`src/rtl/graph_mem_arbiter_if.sv`:
```
// PE-array request/response bundle plus the graph_memory address/data side.
interface graph_mem_arbiter_if #(
  parameter int NUM_PROCS = 4,
  parameter int PROC_BITS = 2
);
  logic [NUM_PROCS-1:0]         req_valid_in;
  logic [NUM_PROCS-1:0]         req_kind_in;
  logic [NUM_PROCS-1:0][31:0]   req_addr_in;
  logic [NUM_PROCS-1:0]         req_ready_out;
  logic [31+PROC_BITS:0]        idx_addr_out;
  logic                         idx_valid_out;
  logic [31+PROC_BITS:0]        data_addra_out;
  logic                         data_validina_out;
  logic [31+PROC_BITS:0]        data_addrb_out;
  logic                         data_validinb_out;
  logic [31:0]                  rowidx_in;
  logic [31:0]                  data_a_in;
  logic [31:0]                  data_b_in;
  logic [NUM_PROCS-1:0]         resp_valid_out;
  logic [NUM_PROCS-1:0][31:0]   resp_data_out;
  logic [PROC_BITS+2:0]         inflight_out;

  modport slave (
    input  req_valid_in, req_kind_in, req_addr_in, rowidx_in, data_a_in, data_b_in,
    output req_ready_out, idx_addr_out, idx_valid_out, data_addra_out, data_validina_out,
           data_addrb_out, data_validinb_out, resp_valid_out, resp_data_out, inflight_out
  );

  modport master (
    output req_valid_in, req_kind_in, req_addr_in, rowidx_in, data_a_in, data_b_in,
    input  req_ready_out, idx_addr_out, idx_valid_out, data_addra_out, data_validina_out,
           data_addrb_out, data_validinb_out, resp_valid_out, resp_data_out, inflight_out
  );
endinterface

```
`src/rtl/graph_mem_arbiter.sv`:
```
// Round-robin arbiter sharing graph_memory (one idx port, two data ports) among NUM_PROCS PEs,
// tagging each read with its requester id and routing the word back after READ_LATENCY.
module graph_mem_arbiter #(
  parameter int NUM_PROCS    = 4,
  parameter int PROC_BITS    = 2,
  parameter int READ_LATENCY = 2
) (
  input  logic               clk_in,
  input  logic               rst_in,
  graph_mem_arbiter_if.slave bus
);
  localparam int AW = 32 + PROC_BITS;
  localparam int CW = PROC_BITS + 3;

  typedef logic [PROC_BITS-1:0] id_t;
  typedef struct packed {
    logic vld;
    id_t  id;
  } tag_t;

  id_t                     idx_ptr_q, data_ptr_q;
  id_t                     idx_id, a_id, b_id, scan_j;
  logic                    idx_gnt, a_gnt, b_gnt;
  logic                    idx_valid_q, a_valid_q, b_valid_q;
  logic [AW-1:0]           idx_addr_q, a_addr_q, b_addr_q;
  tag_t [READ_LATENCY-1:0] idx_tag_q, a_tag_q, b_tag_q;
  tag_t                    idx_out, a_out, b_out;
  logic [CW-1:0]           inflight_q, inflight_d;

  function automatic id_t wrap_inc(input id_t id);
    return (int'(id) == NUM_PROCS - 1) ? '0 : id + 1'b1;
  endfunction

  // Idx and data scans run independently; a PE can only hit one of them since kind picks the target.
  always_comb begin
    scan_j            = '0;
    idx_gnt           = 1'b0;
    idx_id            = '0;
    a_gnt             = 1'b0;
    a_id              = '0;
    b_gnt             = 1'b0;
    b_id              = '0;
    bus.req_ready_out = '0;
    if (!rst_in) begin
      for (int k = 0; k < NUM_PROCS; k++) begin
        scan_j = id_t'((int'(idx_ptr_q) + k) % NUM_PROCS);
        if (!idx_gnt && bus.req_valid_in[scan_j] && !bus.req_kind_in[scan_j]) begin
          idx_gnt = 1'b1;
          idx_id  = scan_j;
        end
        scan_j = id_t'((int'(data_ptr_q) + k) % NUM_PROCS);
        if (bus.req_valid_in[scan_j] && bus.req_kind_in[scan_j]) begin
          if (!a_gnt) begin
            a_gnt = 1'b1;
            a_id  = scan_j;
          end else if (!b_gnt) begin
            b_gnt = 1'b1;
            b_id  = scan_j;
          end
        end
      end
      if (idx_gnt) bus.req_ready_out[idx_id] = 1'b1;
      if (a_gnt)   bus.req_ready_out[a_id]   = 1'b1;
      if (b_gnt)   bus.req_ready_out[b_id]   = 1'b1;
    end
  end

  assign idx_out = idx_tag_q[READ_LATENCY-1];
  assign a_out   = a_tag_q[READ_LATENCY-1];
  assign b_out   = b_tag_q[READ_LATENCY-1];

  assign inflight_d = inflight_q + CW'(idx_gnt) + CW'(a_gnt) + CW'(b_gnt)
                    - CW'(idx_out.vld) - CW'(a_out.vld) - CW'(b_out.vld);

  always_ff @(posedge clk_in) begin
    if (rst_in) begin
      idx_ptr_q   <= '0;
      data_ptr_q  <= '0;
      idx_valid_q <= 1'b0;
      a_valid_q   <= 1'b0;
      b_valid_q   <= 1'b0;
      idx_addr_q  <= '0;
      a_addr_q    <= '0;
      b_addr_q    <= '0;
      idx_tag_q   <= '0;
      a_tag_q     <= '0;
      b_tag_q     <= '0;
      inflight_q  <= '0;
    end else begin
      idx_valid_q <= idx_gnt;
      a_valid_q   <= a_gnt;
      b_valid_q   <= b_gnt;
      if (idx_gnt) begin
        idx_addr_q <= {idx_id, bus.req_addr_in[idx_id]};
        idx_ptr_q  <= wrap_inc(idx_id);
      end
      if (a_gnt) a_addr_q <= {a_id, bus.req_addr_in[a_id]};
      if (b_gnt) b_addr_q <= {b_id, bus.req_addr_in[b_id]};
      if (b_gnt)      data_ptr_q <= wrap_inc(b_id);
      else if (a_gnt) data_ptr_q <= wrap_inc(a_id);
      // Tags enter alongside the memory valid so they leave exactly when the word does.
      idx_tag_q[0] <= {idx_valid_q, idx_addr_q[32 +: PROC_BITS]};
      a_tag_q[0]   <= {a_valid_q, a_addr_q[32 +: PROC_BITS]};
      b_tag_q[0]   <= {b_valid_q, b_addr_q[32 +: PROC_BITS]};
      for (int s = 1; s < READ_LATENCY; s++) begin
        idx_tag_q[s] <= idx_tag_q[s-1];
        a_tag_q[s]   <= a_tag_q[s-1];
        b_tag_q[s]   <= b_tag_q[s-1];
      end
      inflight_q <= inflight_d;
    end
  end

  always_comb begin
    bus.resp_valid_out = '0;
    bus.resp_data_out  = '0;
    if (!rst_in) begin
      if (idx_out.vld) begin
        bus.resp_valid_out[idx_out.id] = 1'b1;
        bus.resp_data_out[idx_out.id]  = bus.rowidx_in;
      end
      if (a_out.vld) begin
        bus.resp_valid_out[a_out.id] = 1'b1;
        bus.resp_data_out[a_out.id]  = bus.data_a_in;
      end
      if (b_out.vld) begin
        bus.resp_valid_out[b_out.id] = 1'b1;
        bus.resp_data_out[b_out.id]  = bus.data_b_in;
      end
    end
  end

  assign bus.idx_valid_out     = idx_valid_q;
  assign bus.idx_addr_out      = idx_addr_q;
  assign bus.data_validina_out = a_valid_q;
  assign bus.data_addra_out    = a_addr_q;
  assign bus.data_validinb_out = b_valid_q;
  assign bus.data_addrb_out    = b_addr_q;
  assign bus.inflight_out      = inflight_q;
endmodule

```
`src/flat_wrapper.sv`:
```
// flat-port wrapper written by rule: the top's interface ports become plain ports
module graph_mem_arbiter_flat 
#(
  parameter int NUM_PROCS    = 4,
  parameter int PROC_BITS    = 2,
  parameter int READ_LATENCY = 2
)
  (clk_in, rst_in, bus_req_valid_in, bus_req_kind_in, bus_req_addr_in, bus_rowidx_in, bus_data_a_in, bus_data_b_in, bus_req_ready_out, bus_idx_addr_out, bus_idx_valid_out, bus_data_addra_out, bus_data_validina_out, bus_data_addrb_out, bus_data_validinb_out, bus_resp_valid_out, bus_resp_data_out, bus_inflight_out);
  graph_mem_arbiter_if #(.NUM_PROCS(NUM_PROCS), .PROC_BITS(PROC_BITS)) bus_i ();
  input  logic clk_in;
  input  logic rst_in;
  input wire logic [$bits(bus_i.req_valid_in)-1:0] bus_req_valid_in;
  input wire logic [$bits(bus_i.req_kind_in)-1:0] bus_req_kind_in;
  input wire logic [$bits(bus_i.req_addr_in)-1:0] bus_req_addr_in;
  input wire logic [$bits(bus_i.rowidx_in)-1:0] bus_rowidx_in;
  input wire logic [$bits(bus_i.data_a_in)-1:0] bus_data_a_in;
  input wire logic [$bits(bus_i.data_b_in)-1:0] bus_data_b_in;
  output wire logic [$bits(bus_i.req_ready_out)-1:0] bus_req_ready_out;
  output wire logic [$bits(bus_i.idx_addr_out)-1:0] bus_idx_addr_out;
  output wire logic [$bits(bus_i.idx_valid_out)-1:0] bus_idx_valid_out;
  output wire logic [$bits(bus_i.data_addra_out)-1:0] bus_data_addra_out;
  output wire logic [$bits(bus_i.data_validina_out)-1:0] bus_data_validina_out;
  output wire logic [$bits(bus_i.data_addrb_out)-1:0] bus_data_addrb_out;
  output wire logic [$bits(bus_i.data_validinb_out)-1:0] bus_data_validinb_out;
  output wire logic [$bits(bus_i.resp_valid_out)-1:0] bus_resp_valid_out;
  output wire logic [$bits(bus_i.resp_data_out)-1:0] bus_resp_data_out;
  output wire logic [$bits(bus_i.inflight_out)-1:0] bus_inflight_out;
  assign bus_i.req_valid_in = bus_req_valid_in;
  assign bus_i.req_kind_in = bus_req_kind_in;
  assign bus_i.req_addr_in = bus_req_addr_in;
  assign bus_i.rowidx_in = bus_rowidx_in;
  assign bus_i.data_a_in = bus_data_a_in;
  assign bus_i.data_b_in = bus_data_b_in;
  assign bus_req_ready_out = bus_i.req_ready_out;
  assign bus_idx_addr_out = bus_i.idx_addr_out;
  assign bus_idx_valid_out = bus_i.idx_valid_out;
  assign bus_data_addra_out = bus_i.data_addra_out;
  assign bus_data_validina_out = bus_i.data_validina_out;
  assign bus_data_addrb_out = bus_i.data_addrb_out;
  assign bus_data_validinb_out = bus_i.data_validinb_out;
  assign bus_resp_valid_out = bus_i.resp_valid_out;
  assign bus_resp_data_out = bus_i.resp_data_out;
  assign bus_inflight_out = bus_i.inflight_out;
  graph_mem_arbiter #(.NUM_PROCS(NUM_PROCS), .PROC_BITS(PROC_BITS), .READ_LATENCY(READ_LATENCY)) u_core (.clk_in(clk_in), .rst_in(rst_in), .bus(bus_i));
endmodule
```
`config.mk`:
```
export PLATFORM = sky130hd
export DESIGN_NAME = graph_mem_arbiter_flat
export DESIGN_NICKNAME = d
export VERILOG_FILES = /design/src/rtl/graph_mem_arbiter_if.sv /design/src/rtl/graph_mem_arbiter.sv /design/src/flat_wrapper.sv
export SDC_FILE = /design/constraint.sdc
export NUM_CORES = 1
export LEC_CHECK = 0
export ABC_CLOCK_PERIOD_IN_PS = 8300
export BUFFER_PORTS_ARGS = -buffer_cell sky130_fd_sc_hd__buf_4
export CAP_MARGIN = 20
export CELL_PAD_IN_SITES_DETAIL_PLACEMENT = 0
export CELL_PAD_IN_SITES_GLOBAL_PLACEMENT = 1
export CORE_UTILIZATION = 30
export DETAILED_ROUTE_END_ITERATION = 7
export GPL_TIMING_DRIVEN = 0
export HOLD_SLACK_MARGIN = 0.08
export MAX_ROUTING_LAYER = met4
export PLACE_DENSITY_LB_ADDON = 0.1
export RECOVER_POWER = 50
export SKIP_CTS_REPAIR_TIMING = 1
export SLEW_MARGIN = 0
export SYNTH_ARGS = -nofsm -noshare
export SYNTH_HDL_FRONTEND = slang
export SYNTH_SLANG_ARGS = --single-unit
```
`constraint.sdc`:
```
create_clock -name clk_in -period 8.3 [get_ports clk_in]
set_input_delay 0.415 -clock clk_in [delete_from_list [all_inputs] [get_ports clk_in]]
set_output_delay 0.415 -clock clk_in [all_outputs]
set_load 0.02 [all_outputs]
```
# Word-level counts from Yosys, hierarchy flattened

Index checks and enable logic that the tools add are counted.

Register bits after elaboration: 132
Bits of input ports: 234
Output and inout bits: 246
Logic and storage cells: 228

Add/subtract/negate cells: 15
Order comparisons: 23
Eq/ne operators: 3
Multiplexer cells: 136
Bitwise operators: 5
Reduce and logical (&&, ||, !) cells: 25

Operators with widths:

| kind                | number |
|---|---|
| $mux 128            | 6 |
| $bwmux 128          | 2 |
| $bmux 32 s2         | 3 |
| $demux 32 s2        | 3 |
| $mux 32             | 6 |
| $and 128x128->128   | 1 |
| $mux 2              | 31 |
| $lt 2x3->1 const B  | 17 |
| $mux 1              | 51 |
| $mux 4              | 12 |
| $bmux 1 s2          | 16 |
| $logic_and 1x1->1   | 17 |
| $or 4x4->4          | 4 |
| $add 5x1->5         | 3 |
| $sub 5x1->5         | 3 |
| $demux 1 s2         | 6 |
| $ge 2x1->1 const B  | 6 |
| $add 2x1->2 const B | 5 |
| $add 2x2->2 const B | 4 |
| $logic_not 1->1     | 7 |
| $eq 2x1->1 const B  | 3 |
| $reduce_bool 2->1   | 1 |

# Longest topological paths before layout

Word-level depth: 33
Depth in mapped cells: 15
Depth with buffers taken out: 14

# Worst setup path before layout

No wires, ideal clock.

Kind: input to output
Start point: in bus_req_kind_in[2]
End point: out bus_req_ready_out[0]
Data arrival time: 3.267 ns
Required time: 7.885 ns
Path slack: 4.618 ns
Stages: 12
Buffers on the path: 1
Path through: and2_1 buf_2 mux4_2 ha_1 o21ai_0 nor2_1 a21oi_1 a311oi_1 o32ai_2 nand2_1 or3_1 a31oi_1

Word-level cells in the longest chain between the ends: 33
Elaborated cells on any way between the ends: 104
Those cells by class: 6 x order compare; 75 x mux; 2 x bitwise; 21 x reduce/logical

Ends and longest elaborated chain:

| what                            | line                    | source |
|---|---|---|
| start, declared                 | flat_wrapper.sv:13      | `input wire logic [$bits(bus_i.req_kind_in)-1:0] bus_req_kind_in;` |
| $bmux 1 s2                      | graph_mem_arbiter.sv:47 | `if (!idx_gnt && bus.req_valid_in[scan_j] && !bus.req_kind_in[scan_j]) begin` |
| $mux 1 (implied by the code)    | graph_mem_arbiter.sv:47 |  |
| $logic_not 1->1                 | graph_mem_arbiter.sv:47 |  |
| $logic_and 1x1->1               | graph_mem_arbiter.sv:47 |  |
| $mux 1                          | graph_mem_arbiter.sv:47 |  |
| $mux 1                          | graph_mem_arbiter.sv:44 | `if (!rst_in) begin` |
| $logic_not 1->1                 | graph_mem_arbiter.sv:47 |  |
| $logic_and 1x1->1 (2 in series) | graph_mem_arbiter.sv:47 |  |
| (+16 left out)                  | --                      |  |
| $mux 4                          | graph_mem_arbiter.sv:62 | `if (idx_gnt) bus.req_ready_out[idx_id] = 1'b1;` |
| $mux 4                          | graph_mem_arbiter.sv:44 |  |
| $or 4x4->4 (no source line)     | --                      |  |
| $mux 4                          | graph_mem_arbiter.sv:63 | `if (a_gnt) bus.req_ready_out[a_id] = 1'b1;` |
| $mux 4                          | graph_mem_arbiter.sv:44 |  |
| $or 4x4->4 (no source line)     | --                      |  |
| $mux 4 *                        | graph_mem_arbiter.sv:64 | `if (b_gnt) bus.req_ready_out[b_id] = 1'b1;` |
| $mux 4 *                        | graph_mem_arbiter.sv:44 |  |
| end, declared                   | flat_wrapper.sv:18      | `output wire logic [$bits(bus_i.req_ready_out)-1:0] bus_req_ready_out;` |

Mark *: on every way between the ends. The rest lies on a longest branch, timed or not. The select of a mux whose other input is x is not followed.

# Worst setup path after layout

Start point: reg u_core.data_ptr_q[0]
End point: out bus_req_ready_out[0]

Word-level cells in the longest chain between the ends: 22
Elaborated cells on any way between the ends: 74
Those cells by class: 3 x add/sub; 4 x order compare; 59 x mux; 2 x bitwise; 6 x reduce/logical

Ends and longest elaborated chain:

| what                                                                | line                     | source |
|---|---|---|
| start, declared                                                     | graph_mem_arbiter.sv:21  | `id_t idx_ptr_q, data_ptr_q;` |
| start signal, assigned                                              | graph_mem_arbiter.sv:99  | `if (b_gnt) data_ptr_q <= wrap_inc(b_id);` |
| start signal, assigned                                              | graph_mem_arbiter.sv:100 | `else if (a_gnt) data_ptr_q <= wrap_inc(a_id);` |
| parallel branches: the longest is 20 deep, another holds $lt 2x3->1 | --                       |  |
| $mux 4 *                                                            | graph_mem_arbiter.sv:64  |  |
| $mux 4 *                                                            | graph_mem_arbiter.sv:44  |  |

Every way passes the cells marked *. The select of a mux whose other input is x is not followed.

==> run_results.csv <==
group,metric,value,unit
timing,tightest_slew,1.881,ns
global_routing,grt_pass1_wl,93760,um
timing,layout_min_cycle_time,5.234,ns
timing,rsz0062_at_grt,"false",
drt,drc,0,
timing,final-hold-violation-count,0,
pwr,power_switching_share,38.94,%
drt,drt-vias-per-instance,5.914,
synthesis,synthesis.nets,1709,
pwr,internal_power,1.584,mW
cts,clk_transition_reported_paths,0.07,ns
critical_path,worstPathRequired,7.89,ns
cts,cts_buffers,17,
die,core-area,36700,um2
critical_path,startpoint_type,"flip-flop",
synthesis,netlist_area,11220,um2
cells_and_area,drive_above_1_share,23.28,%
global_routing,gr-total-overflow,0,
die,ios,480,
drt,first_pass_iters,6,
synthesis,ys_types,73,
outcome,violations,"capacitance limit, slew limit",
placement,placed_area,15400,um2
synthesis,syn_area_per_cell,7.678,um2
critical_path,crit_slowest_cell,"o32ai_2",
die,die-area,38170,um2
critical_path,cp_max_fo,10,
pwr,p_sw,1.010,mW
cells_and_area,fin_area,15510,um2
timing,setup_violations,0,
die,fp-row-count,70,
critical_path,cp_cell_sequence,"clkbuf_1, inv_1, mux4_2, ha_1, o21ai_0, nor2_1, a21oi_1, a311oi_1, o32ai_2, nand2_1, or3_1, a31oi_1, buf_4",
pwr,finalPower,2.594,mW
timing,slew_viol_final,5,
timing,max_freq,0.1911,GHz
pwr,seqPwrFrac,29.5,%
critical_path,max_stage_delay,0.50,ns
critical_path,cp.arrival,4.82,ns
timing,finClkSkew,0.01278,ns
global_routing,grt.total_usage,33.39,%
critical_path,crit_type,"flip-flop to output port",
global_routing,grt_pass1_vias,14280,
drt,vias,14450,
cts,clockRootBuffer,"clkbuf_16",
placement,place_ws,3.781,ns
global_routing,grt_antenna_before_repair,3,
cts,cts_tree,"yes",
placement,dp_hpwl,49040,um
die,start_util,30.57,%
placement,place_congestion,0.9363,
synthesis,synth_ff_type,"dfxtp_1",
die,die_w,195.4,um
drt,ant_nets,0,
drt,wl,64040,um
cells_and_area,syn2layout_area_growth,38.26,%
timing,tns,0,ns
synthesis,yosysWarningCount,0,
timing,setup_ws,3.066,ns
pwr,p_leak,6.665,nW
timing,timing.final.crit_share,63.06,%
pwr,p_per_area,167.3,nW/um2
synthesis,async_flop_share,0,%
placement,numPortBuffers,478,
cells_and_area,mostFrequentLayoutCell,"buf_4",
drt,drt_iter0_drc,991,
timing,max_slew_margin,-28.66,%
cells_and_area,final_cell_mix,"354 x buf_4, 256 x clkbuf_1, 166 x nor2_1",
pwr,combPwrFrac,39.2,%
die,die_y,195.4,um
synthesis,netlist_instances,1461,
pwr,irDropWorstVdd,0.1138,mV
flow_run,cap_violations,1,
timing,whs,0.3039,ns
cts,clock_path_buffers,2,
cells_and_area,finalNetCount,2207,
synthesis,ys_ff_latch,132,
pwr,clkPwrFrac,31.2,%
cts,clock_latency,0.44,ns
cts,htreeDepth,4,
cts,cts_sinks,132,
drt,wl_per_cell,26.21,um
global_routing,grt_max_degree,17,
synthesis,synth_edf_count,0,
min_path,hold_class,"primary input to flip-flop",
synthesis,synth_seq_area_share,23.56,%
critical_path,end_kind,"output port",
outcome,status,"complete, but fails checks",
path summary, 6_finish.rpt:
path	startpoint	slack [ns]	to	depth (start not counted)
max	u_core.data_ptr_q[0]$_SDFFE_PP0P_	3.07	bus_req_ready_out[0]	13
min	bus_req_addr_in[103]	0.30	u_core.bus.data_addrb_out[7]$_SDFFE_PP0P_	3
max reg2reg	u_core.data_ptr_q[0]$_SDFFE_PP0P_	4.06	u_core.data_ptr_q[0]$_SDFFE_PP0P_	14
min reg2reg	u_core.b_tag_q[2]$_SDFF_PP0_	0.43	u_core.b_out[2]$_SDFF_PP0_	1
registers in the layout, indices dropped and copies added, names as in the netlist, 3 cells and up:
signal and count:
u_core.bus.data_addra_out 34, u_core.b_tag_q 3, u_core.a_out 3, u_core.b_out 3
u_core.idx_tag_q 3, u_core.idx_out 3, u_core.bus.data_addrb_out 34, u_core.bus.idx_addr_out 34
u_core.a_tag_q 3, u_core.bus.inflight_out 5
cell usage after synthesis, types with 18 or more instances:
| library cell | instances | area (um2) |
|---|---|---|
| nor2_1 | 166 | 623.1 |
| nand2_1 | 151 | 566.8 |
| dfxtp_1 | 132 | 2643 |
| clkbuf_1 | 122 | 457.9 |
| nor3_1 | 100 | 500.5 |
| a221oi_1 | 99 | 867.1 |
| nand3_1 | 99 | 495.5 |
| mux2i_1 | 93 | 930.9 |
| o21ai_0 | 65 | 325.3 |
| a211oi_1 | 39 | 292.8 |
| a22oi_1 | 34 | 255.2 |
| o221ai_1 | 29 | 254.0 |
| o211a_1 | 28 | 280.3 |
| a32o_1 | 27 | 270.3 |
| mux2_1 | 26 | 292.8 |
| nor2b_1 | 23 | 143.9 |
| a21oi_1 | 19 | 95.09 |
| a41oi_1 | 19 | 166.4 |
| inv_1 | 18 | 67.56 |
power groups by stage:
stage | Clock [mW] | Combinational (mW) | Sequential [mW]
finish | 0.810 | 1.02 | 0.766
global route | 0.846 | 1.08 | 0.773
CTS | 0.817 | 1.07 | 0.768
detailed placement | 0 | 1.07 | 0.781
global placement | 0 | 1.06 | 0.780
floorplan | 0 | 0.532 | 0.843
kinds of logic after synthesis:
kind of cell,Yosys count,share of synthesized area (%)
muxes,133,12.72
adders and majority gates,15,1.930
xor gates and xnor gates,4,0.3124
AOI/OAI and AO/OA,422,30.90
DFF,132,23.56
buffers and inverters,184,7.819
and+or+nand+nor,571,22.77
layout make-up:
type,instances,area (um2)
Inverter,19,71.32
Clock inverter,14,173.9
Fill cell,3933,21190
Buffer,165,803.3
Tap cell,468,585.6
Timing Repair Buffer,479,3112
Sequential cell,132,2643
Multi-Input combinational cell,1145,7674
Clock buffer,18,439.2
Antenna cell,3,7.507
layer usage:
| metal | routed length, um | GRT usage, % | vias to the layer above |
|---|---|---|---|
| li1 | - | - | 6567 |
| met1 | 25350 | 38.90 | 6962 |
| met2 | 31200 | 55.83 | 769 |
| met3 | 4810 | 6.373 | 150 |
| met4 | 2676 | 14.44 | 0 |
| met5 | 0 | - | - |
stage by stage:
step / utilization [%] / instances
2_1_floorplan: - / 1461
3_3_place_gp: 41.94 / 2407
3_5_place_dp: 41.97 / 2408
4_1_cts: 43.64 / 2440
5_1_grt: 42.26 / 2443
6_report: 42.26 / 2443
worst max-delay path: cells and delay by family (launching register included):
kind / cells / cell delay (ns)
AO/OA/AOI/OAI: 5 / 1.39
multiplexers: 1 / 0.48
AND/OR/NAND/NOR: 3 / 0.85
buffers and inverters: 3 / 0.89
flip-flops: 1 / 0.49
adder cells (fa/ha/maj): 1 / 0.28
Note: power is estimated with default switching activity, not from simulation.
